<file path="src/rtl/ultrasonic_scheduler_if.sv">
// Sensor-side bundle for ultrasonic_scheduler: polling control, echo/trigger lines and result bus.
// ULTRASONIC_SKIP_MASK_EN adds the per-sensor skip mask.
interface ultrasonic_scheduler_if #(
  parameter int unsigned NUM_SENSORS = 2
);
  localparam int unsigned ID_W    = 2;
  localparam int unsigned WIDTH_W = 23;

  logic                   enable;
  logic [NUM_SENSORS-1:0] echo;
  logic [NUM_SENSORS-1:0] trigger;
  logic                   meas_valid;
  logic [ID_W-1:0]        meas_id;
  logic [WIDTH_W-1:0]     meas_width;
  logic                   meas_timeout;
  logic                   busy;
`ifdef ULTRASONIC_SKIP_MASK_EN
  logic [NUM_SENSORS-1:0] sensor_mask;
`endif

  modport master (
`ifdef ULTRASONIC_SKIP_MASK_EN
    input  sensor_mask,
`endif
    input  enable, echo,
    output trigger, meas_valid, meas_id, meas_width, meas_timeout, busy
  );

  modport slave (
`ifdef ULTRASONIC_SKIP_MASK_EN
    output sensor_mask,
`endif
    output enable, echo,
    input  trigger, meas_valid, meas_id, meas_width, meas_timeout, busy
  );
endinterface

</file>
<file path="src/rtl/ultrasonic_scheduler.sv">
// Round-robin echo-ranging engine shared across NUM_SENSORS ultrasonic sensors.
// Optional ULTRASONIC_SKIP_MASK_EN: skip sensors whose sensor_mask bit is set.
module ultrasonic_scheduler #(
  parameter int unsigned NUM_SENSORS    = 2,
  parameter int unsigned TRIG_CYCLES    = 1000,
  parameter int unsigned ECHO_TIMEOUT   = 4000000,
  parameter int unsigned HOLDOFF_CYCLES = 2000000
) (
  input  logic clk,
  input  logic reset,
  ultrasonic_scheduler_if.master bus
);
  localparam int unsigned CNT_W = 23;
  localparam int unsigned ID_W  = 2;
  localparam int unsigned EXT_W = 4;
  localparam logic [EXT_W-1:0] VALID_MASK = EXT_W'((5'd1 << NUM_SENSORS) - 5'd1);
  localparam logic [CNT_W-1:0] TRIG_LAST  = CNT_W'(TRIG_CYCLES - 1);
  localparam logic [CNT_W-1:0] TO_LAST    = CNT_W'(ECHO_TIMEOUT - 1);
  localparam logic [CNT_W-1:0] TO_WIDTH   = CNT_W'(ECHO_TIMEOUT);
  localparam logic [CNT_W-1:0] HOLD_LAST  = CNT_W'(HOLDOFF_CYCLES - 1);
  localparam logic [ID_W-1:0]  LAST_ID    = ID_W'(NUM_SENSORS - 1);

  typedef enum logic [2:0] {S_IDLE, S_TRIG, S_WAIT_RISE, S_MEASURE, S_HOLDOFF} state_e;

  state_e                 state_q, state_d;
  logic [ID_W-1:0]        slot_q, slot_d;
  logic [CNT_W-1:0]       cnt_q, cnt_d;
  logic                   armed_q, armed_d;
  logic [NUM_SENSORS-1:0] trigger_q, trigger_d;
  logic                   meas_valid_q, meas_valid_d;
  logic [ID_W-1:0]        meas_id_q, meas_id_d;
  logic [CNT_W-1:0]       meas_width_q, meas_width_d;
  logic                   meas_timeout_q, meas_timeout_d;
  logic                   busy_q, busy_d;

  logic [EXT_W-1:0] echo_ext, skip_ext;
  logic             echo_sel, any_free;
  logic             emit, emit_to;
  logic [CNT_W-1:0] emit_width;
  logic [ID_W-1:0]  slot_next;

  assign echo_ext = EXT_W'(bus.echo);
`ifdef ULTRASONIC_SKIP_MASK_EN
  assign skip_ext = EXT_W'(bus.sensor_mask);
`else
  assign skip_ext = '0;
`endif
  assign echo_sel  = echo_ext[slot_q];
  assign any_free  = |(~skip_ext & VALID_MASK);
  assign slot_next = (slot_q == LAST_ID) ? '0 : slot_q + ID_W'(1);

  // First unskipped index at or after start, in round-robin order.
  function automatic logic [ID_W-1:0] pick(input logic [ID_W-1:0] start,
                                           input logic [EXT_W-1:0] skip);
    logic [ID_W-1:0] idx;
    logic            found;
    pick  = start;
    idx   = start;
    found = 1'b0;
    for (int i = 0; i < int'(NUM_SENSORS); i++) begin
      if (!found && !skip[idx]) begin
        pick  = idx;
        found = 1'b1;
      end
      idx = (idx == LAST_ID) ? '0 : idx + ID_W'(1);
    end
  endfunction

  always_comb begin
    state_d        = state_q;
    slot_d         = slot_q;
    cnt_d          = cnt_q;
    armed_d        = armed_q;
    meas_valid_d   = 1'b0;
    meas_id_d      = meas_id_q;
    meas_width_d   = meas_width_q;
    meas_timeout_d = meas_timeout_q;
    emit           = 1'b0;
    emit_to        = 1'b0;
    emit_width     = '0;

    case (state_q)
      S_IDLE: begin
        cnt_d = '0;
        if (bus.enable && any_free) begin
          state_d = S_TRIG;
          slot_d  = pick(slot_q, skip_ext);
        end
      end
      S_TRIG: begin
        if (cnt_q == TRIG_LAST) begin
          state_d = S_WAIT_RISE;
          cnt_d   = '0;
          armed_d = 1'b0;
        end else begin
          cnt_d = cnt_q + CNT_W'(1);
        end
      end
      // A rise needs a low sample seen inside this state, so a line stuck high never counts.
      S_WAIT_RISE: begin
        if (armed_q && echo_sel) begin
          state_d = S_MEASURE;
          cnt_d   = CNT_W'(1);
        end else if (cnt_q == TO_LAST) begin
          emit       = 1'b1;
          emit_width = TO_WIDTH;
          emit_to    = 1'b1;
        end else begin
          cnt_d   = cnt_q + CNT_W'(1);
          armed_d = !echo_sel;
        end
      end
      S_MEASURE: begin
        if (!echo_sel) begin
          emit       = 1'b1;
          emit_width = cnt_q;
        end else if (cnt_q == TO_LAST) begin
          emit       = 1'b1;
          emit_width = TO_WIDTH;
          emit_to    = 1'b1;
        end else begin
          cnt_d = cnt_q + CNT_W'(1);
        end
      end
      S_HOLDOFF: begin
        if (cnt_q == HOLD_LAST) begin
          cnt_d = '0;
          if (bus.enable && any_free) begin
            state_d = S_TRIG;
            slot_d  = pick(slot_q, skip_ext);
          end else begin
            state_d = S_IDLE;
          end
        end else begin
          cnt_d = cnt_q + CNT_W'(1);
        end
      end
      default: state_d = S_IDLE;
    endcase

    // Publish the result and advance to the next slot on entry to holdoff.
    if (emit) begin
      meas_valid_d   = 1'b1;
      meas_id_d      = slot_q;
      meas_width_d   = emit_width;
      meas_timeout_d = emit_to;
      state_d        = S_HOLDOFF;
      cnt_d          = '0;
      slot_d         = pick(slot_next, skip_ext);
    end

    trigger_d = (state_d == S_TRIG) ? NUM_SENSORS'(EXT_W'(1) << slot_d) : '0;
    busy_d    = (state_d != S_IDLE);
  end

  always_ff @(posedge clk or posedge reset) begin
    if (reset) begin
      state_q        <= S_IDLE;
      slot_q         <= '0;
      cnt_q          <= '0;
      armed_q        <= 1'b0;
      trigger_q      <= '0;
      meas_valid_q   <= 1'b0;
      meas_id_q      <= '0;
      meas_width_q   <= '0;
      meas_timeout_q <= 1'b0;
      busy_q         <= 1'b0;
    end else begin
      state_q        <= state_d;
      slot_q         <= slot_d;
      cnt_q          <= cnt_d;
      armed_q        <= armed_d;
      trigger_q      <= trigger_d;
      meas_valid_q   <= meas_valid_d;
      meas_id_q      <= meas_id_d;
      meas_width_q   <= meas_width_d;
      meas_timeout_q <= meas_timeout_d;
      busy_q         <= busy_d;
    end
  end

  assign bus.trigger      = trigger_q;
  assign bus.meas_valid   = meas_valid_q;
  assign bus.meas_id      = meas_id_q;
  assign bus.meas_width   = meas_width_q;
  assign bus.meas_timeout = meas_timeout_q;
  assign bus.busy         = busy_q;
endmodule

</file>
<file path="src/flat_wrapper.sv">
// flat-port wrapper written by rule: the top's interface ports become plain ports
module ultrasonic_scheduler_flat 
#(
  parameter int unsigned NUM_SENSORS    = 2,
  parameter int unsigned TRIG_CYCLES    = 1000,
  parameter int unsigned ECHO_TIMEOUT   = 4000000,
  parameter int unsigned HOLDOFF_CYCLES = 2000000
)
  (clk, reset, bus_enable, bus_echo, bus_trigger, bus_meas_valid, bus_meas_id, bus_meas_width, bus_meas_timeout, bus_busy);
  ultrasonic_scheduler_if #(.NUM_SENSORS(NUM_SENSORS)) bus_i ();
  input  logic clk;
  input  logic reset;
  input wire logic [$bits(bus_i.enable)-1:0] bus_enable;
  input wire logic [$bits(bus_i.echo)-1:0] bus_echo;
  output wire logic [$bits(bus_i.trigger)-1:0] bus_trigger;
  output wire logic [$bits(bus_i.meas_valid)-1:0] bus_meas_valid;
  output wire logic [$bits(bus_i.meas_id)-1:0] bus_meas_id;
  output wire logic [$bits(bus_i.meas_width)-1:0] bus_meas_width;
  output wire logic [$bits(bus_i.meas_timeout)-1:0] bus_meas_timeout;
  output wire logic [$bits(bus_i.busy)-1:0] bus_busy;
  assign bus_i.enable = bus_enable;
  assign bus_i.echo = bus_echo;
  assign bus_trigger = bus_i.trigger;
  assign bus_meas_valid = bus_i.meas_valid;
  assign bus_meas_id = bus_i.meas_id;
  assign bus_meas_width = bus_i.meas_width;
  assign bus_meas_timeout = bus_i.meas_timeout;
  assign bus_busy = bus_i.busy;
  ultrasonic_scheduler #(.NUM_SENSORS(NUM_SENSORS), .TRIG_CYCLES(TRIG_CYCLES), .ECHO_TIMEOUT(ECHO_TIMEOUT), .HOLDOFF_CYCLES(HOLDOFF_CYCLES)) u_core (.clk(clk), .reset(reset), .bus(bus_i));
endmodule
</file>
<file path="config.mk">
export PLATFORM = sky130hd
export DESIGN_NAME = ultrasonic_scheduler_flat
export DESIGN_NICKNAME = d
export VERILOG_FILES = /design/src/rtl/ultrasonic_scheduler_if.sv /design/src/rtl/ultrasonic_scheduler.sv /design/src/flat_wrapper.sv
export SDC_FILE = /design/constraint.sdc
export NUM_CORES = 1
export LEC_CHECK = 0
export CELL_PAD_IN_SITES_DETAIL_PLACEMENT = 0
export CELL_PAD_IN_SITES_GLOBAL_PLACEMENT = 2
export CORE_MARGIN = 5
export CORE_UTILIZATION = 35
export DETAILED_ROUTE_END_ITERATION = 16
export HOLD_SLACK_MARGIN = 0.02
export MAX_ROUTING_LAYER = met4
export PLACE_DENSITY_LB_ADDON = 0.1
export SLEW_MARGIN = 20
export SYNTH_ARGS = -nofsm -noshare
export SYNTH_HDL_FRONTEND = slang
export SYNTH_SLANG_ARGS = --single-unit
</file>
<file path="constraint.sdc">
create_clock -name clk -period 2.5 [get_ports clk]
set_clock_uncertainty 0.15 [all_clocks]
set_input_delay 0.5 -clock clk [delete_from_list [all_inputs] [get_ports clk]]
set_output_delay 0.5 -clock clk [all_outputs]
set_load 0.01 [all_outputs]
</file>
# Yosys cells after proc, flatten, opt, wreduce, memory -nomap -nowiden
# Cells that the tools add are included.
totals:
  reg_bits: 59
  latch_bits: 0
  mem_bits_rw: 0
  romBits: 0
  inputBits: 5
  n_memories: 0
classes:
  n_addsub: 3
  multipliers: 0
  n_div: 0
  magnitude_cmp: 3
  n_eq_ne: 14
  shift: 1
  n_mux: 55
  n_bitwise: 0
  n_reduce_logical: 16
ops:
  columns: ["cell", "count"]
  rows:
  - ["$mux 23", 8]
  - ["$pmux 23 s5", 1]
  - ["$pmux 23 s2", 1]
  - ["$add 23x1->23 const B", 1]
  - ["$eq 23x10->1 const B", 1]
  - ["$eq 23x21->1 const B", 1]
  - ["$eq 23x22->1 const B", 1]
  - ["$mux 22", 1]
  - ["$mux 1", 20]
  - ["$mux 2", 10]
  - ["$mux 3", 5]
  - ["$pmux 3 s5", 1]
  - ["$lt 2x3->1 const B", 3]
  - ["$bmux 1 s2", 4]
  - ["$eq 3x1->1 const B", 2]
  - ["$eq 3x2->1 const B", 2]
  - ["$logic_not 1->1", 6]
  - ["$pmux 1 s2", 3]
  - ["$reduce_bool 6->1", 1]
  - ["$add 2x1->2 const B", 2]
  - ["$eq 2x1->1 const B", 2]
  - ["$logic_and 1x1->1", 4]
  - ["$ne 2x2->1 const B", 2]
  - ["$pmux 2 s2", 1]
  - ["9 further kinds", 9]

# Longest topological paths before layout
depth:
  depth_word: 15
  ltp_mapped: 10
  ltp_nobuf: 8

# Worst setup path before layout
# OpenSTA, ideal clock, no wires.
synth_timing:
  path_kind: "reg-to-reg"
  start: "register u_core.cnt_q[0]"
  end: "register u_core.cnt_q[14]"
  arrival_ns: 2.037
  path_slack_ns: 0.183
  stages_incl_launch_ff: 11
  n_path_buf: 3
  synth_period_minus_slack_ns: 2.317
  cell_sequence: "dfrtp_1 > ha_1 > and4_1 > buf_2 > and3_1 > nand4b_1 > and2b_1 > buf_6 > buf_4 > a32oi_2 > o41ai_2"
synth_via:
  elab_chain_len: 6
  elab_cells_between_ends: 18
  cone_classes: "add/sub (1); eq/ne (4); mux (11); reduce/logical (2)"
synth_lines:
  columns: ["element", "line", "text"]
  rows:
  - ["from (decl)", "ultrasonic_scheduler.sv:27", "logic [CNT_W-1:0] cnt_q, cnt_d;"]
  - ["from (signal assigned)", "ultrasonic_scheduler.sv:171", "cnt_q <= cnt_d;"]
  - ["branches (longest 6 deep; another with $add 23x1->23)", null, null]
# Several ways; the timed one is not identified. The select of a mux whose other input is x is not followed.
# A chain may end at the register's enable or synchronous reset.

# Worst setup path in the final report
# Ends and elaborated chain as after synthesis.

==> impl_results.md <==
* Setup WS pre-CTS at -0.1007 ns
* Highest clock rate at about 420 MHz
* Clock Path Buffers at 2
* Reg2reg end: u_core.cnt_q[14]$_DFFE_PP0P_
* Startpoint class of the critical path: flop
* P&R area growth vs syn at 31.59%
* Fin util at between 40% and 50%
* Max_cap viols at 0
* GRT Total Usage at 18.11%
* WL final at between 9000 and 10000 um
* Fillers at approximately 850
* Internal reg-to-reg setup slack at 0.12 ns
* Htree depth at 3
* Setup CP Type: reg2reg
* Cells after Synth at 324
* Share of cells above drive strength 1 at between 10% and 20%
* Via count of the first global-routing pass at ~2.9k
* Synth warn at 0
* Final setup margin at between 0.1 and 0.15 ns
* Tightest Pin Transition at ~0.85 ns
* Worst-Skew Late Latency at approximately 0.35 ns
* Async S/R FF share, synth at 100.0%
* Cell with the most instances after synthesis: dfrtp_1
* # diodes at 0
* Count of cell types in the netlist at between 50 and 60
* Peak VDD IR at around 0.23 mV
* TritonCTS buffer count at 9
* Synth area leaders: dfrtp_1 48%, nand2_1 5.8%, nand3_1 4.2%
* Worst reg2reg path startpoint: u_core.cnt_q[0]$_DFFE_PP0P_
* Post-detailed-route count of antenna-violating nets at 0
* Outcome: complete, no violations
* Static Leak at about 1.8 nW
* Final Hold Vio Count at 0
* Clk root buf: clkbuf_8
* R2r worst-path depth at 8
* Dpl cells at just under 500
* Slew headroom at 43.12%
* Row cnt at 34
* Die area at between 0.01 and 0.015 mm^2
* Final period utilization at between 90 and 100%
* Drt wl/cell at roughly 18 um
* Crit-path max FO at 12
* Final setup viols at 0
* Post-synthesis sequential area ratio at 47.54%
* WHS at between 0.3 and 0.4 ns
* CTS tree: yes
* CTS Hold Buffers Added at 0
* Post-synthesis instance area at approximately 0.0031 mm^2
* Starting Density at 35.78%
* Setup TNS at 0 ns
* Post-synth net total at 330
* PD cells at about 540 mW/mm^2
* Minimum clock period at 2.377 ns
* Yosys top cell area share at 47.54%
* DP Wirelength at about 6600 um
* Final slew viol count at 0
* Fin nets at 402
* Die Wd at between 100 and 150 um
* Most common flop cell mapped by yosys: dfrtp_1
* DRT iter0 DRCs at 167
* Hold Path Cell Cnt at 2
* First-pass GRT wire length at ~15000 um
* Initial antenna violation count at 0
* Post-synth top cells: 59 x dfrtp_1, 48 x nand2_1, 26 x nand3_1, 15 x nor2_1, 14 x a22o_1
* Core area at between 0.008 and 0.009 mm^2
* IO Count at 35
* CTS Sinks at 59
* Via-to-Cell Ratio at 5.475
* Non-filler cells, final at a little over 500
* Reg clk slew, reported paths at approximately 0.080 ns
* Min-delay worst type: reg2reg
* Routability cong. at between 0.7 and 0.8
* Largest net degree at the start of global routing at 60
* Unrepaired setup endpoints after global routing: no
* DRC at 0
* Worst Hold Path EP: u_core.bus.meas_id[1]$_DFFE_PP0N_
* Chip height at approximately 100 um
* Reg area at around 0.0015 mm^2
* Number of buffers added on ports at 34
* CP endpoint kind: flop
* Multi-input combinational cell area at ~0.0015 mm^2
* Drt pass-1 iters at 4
* Critical Path AT at ~2.5 ns
* Worst EP required at 2.57 ns
* Largest area contributor in the netlist: dfrtp_1
* Total number of vias at between 2k and 3k
* Total grt overflow at 0
* Worst Setup SP: u_core.cnt_q[0]$_DFFE_PP0P_
* Number of synthesized register bits at 59
* Hold path startpoint: u_core.bus.meas_id[1]$_DFFE_PP0N_
* Syn_area_per_cell at around 9.6 um^2
* Post-synth EDFFs at 0
==> flip-flops by register name (all words and copies together), names as in the netlist <==
signal / cells
u_core.bus.meas_width: 23
u_core.armed_q: 1
u_core.bus.trigger: 2
u_core.bus.meas_id: 2
u_core.cnt_q: 23
u_core.state_q: 3
u_core.bus.busy: 1
u_core.bus.meas_timeout: 1
u_core.bus.meas_valid: 1
u_core.slot_q: 2
==> power breakdown <==
part	switching [mW]	total, mW	leakage [nW]	internal (mW)
registers	0.0473	1.04	0.806	0.990
logic	0.148	0.275	0.864	0.127
clock network	0.407	0.889	0.0991	0.483
total	0.602	2.20	1.77	1.60
==> what timing repair did <==
action	in CTS	in global routing
setup endpoints to repair	0	4
setup buffers	0	1
gates resized for setup	0	1
==> cells by family (layout without fill, tap and decap cells) <==
| logic type | after synthesis | count (layout) | share of synthesized area, % |
|---|---|---|---|
| muxes | 3 | 3 | 0.9670 |
| and+or+nand+nor | 151 | 151 | 25.66 |
| buffers and inverters | 33 | 110 | 5.117 |
| adders and majority gates | 1 | 1 | 0.4028 |
| DFF | 59 | 59 | 47.54 |
| AOI/OAI and AO/OA | 75 | 75 | 19.74 |
| xor gates and xnor gates | 2 | 2 | 0.5642 |
==> final cells by class <==
cell class	count	share of cell area, %
Clock buffer	11	3.460
Tap cell	108	3.307
Inverter	7	0.6430
Clock inverter	5	1.286
Timing Repair Buffer	87	18.98
Multi-Input combinational cell	232	36.19
Sequential cell	59	36.13
==> through the flow <==
stage	power (mW)	instance area, um^2
after floorplan	1.205	3105
after global placement	1.326	3876
after detailed placement	1.326	3876
after CTS	2.226	4070
after global routing	2.309	4086
final	2.201	4086
==> critical path, stage by stage, from the launching register on <==
cell and delay (ns):
dfrtp_1 0.36, ha_1 0.24, nor4bb_1 0.31, nand4_1 0.26, o31ai_4 0.31, nand3_4 0.17
buf_12 0.19, a32oi_2 0.17, o41ai_2 0.10
==> placed cells by master, fill, tap and decap left out, types with 3 or more instances in the layout <==
cell type	instances
a21oi_1	5
a22o_1	14
a31oi_1	7
and2_1	7
and3_1	7
buf_12	3
buf_4	50
clkbuf_8	10
clkdlybuf4s50_1	34
clkinv_2	3
dfrtp_1	59
inv_1	6
mux2i_1	3
nand2_1	48
nand3_1	26
nand4_1	13
nor2_1	15
nor3_1	7
nor4_1	6
o211ai_1	7
o21ai_0	11
o22a_1	6
o22ai_1	3
==> per-layer routing <==
metal	up-vias	wire (um)	global-route usage, %
met4	0	147	5.273
met5	-	0	-
met1	1372	4540	24.92
met2	58	4085	26.82
met3	13	333	3.973
li1	1344	-	-
==> how the worst max path moves through the flow <==
stage / endpoint / slack, ns / cells past startpoint
after global placement: u_core.cnt_q[14]$_DFFE_PP0P_ / -0.08 / 9
after CTS: u_core.cnt_q[14]$_DFFE_PP0P_ / 0.1 / 8
after floorplan: u_core.cnt_q[14]$_DFFE_PP0P_ / 0.18 / 10
after detailed placement: u_core.cnt_q[20]$_DFFE_PP0P_ / -0.10 / 9
final: u_core.cnt_q[14]$_DFFE_PP0P_ / 0.12 / 8
after global routing: u_core.cnt_q[14]$_DFFE_PP0P_ / 0.009 / 7
Power figures use the tool's default switching activity.
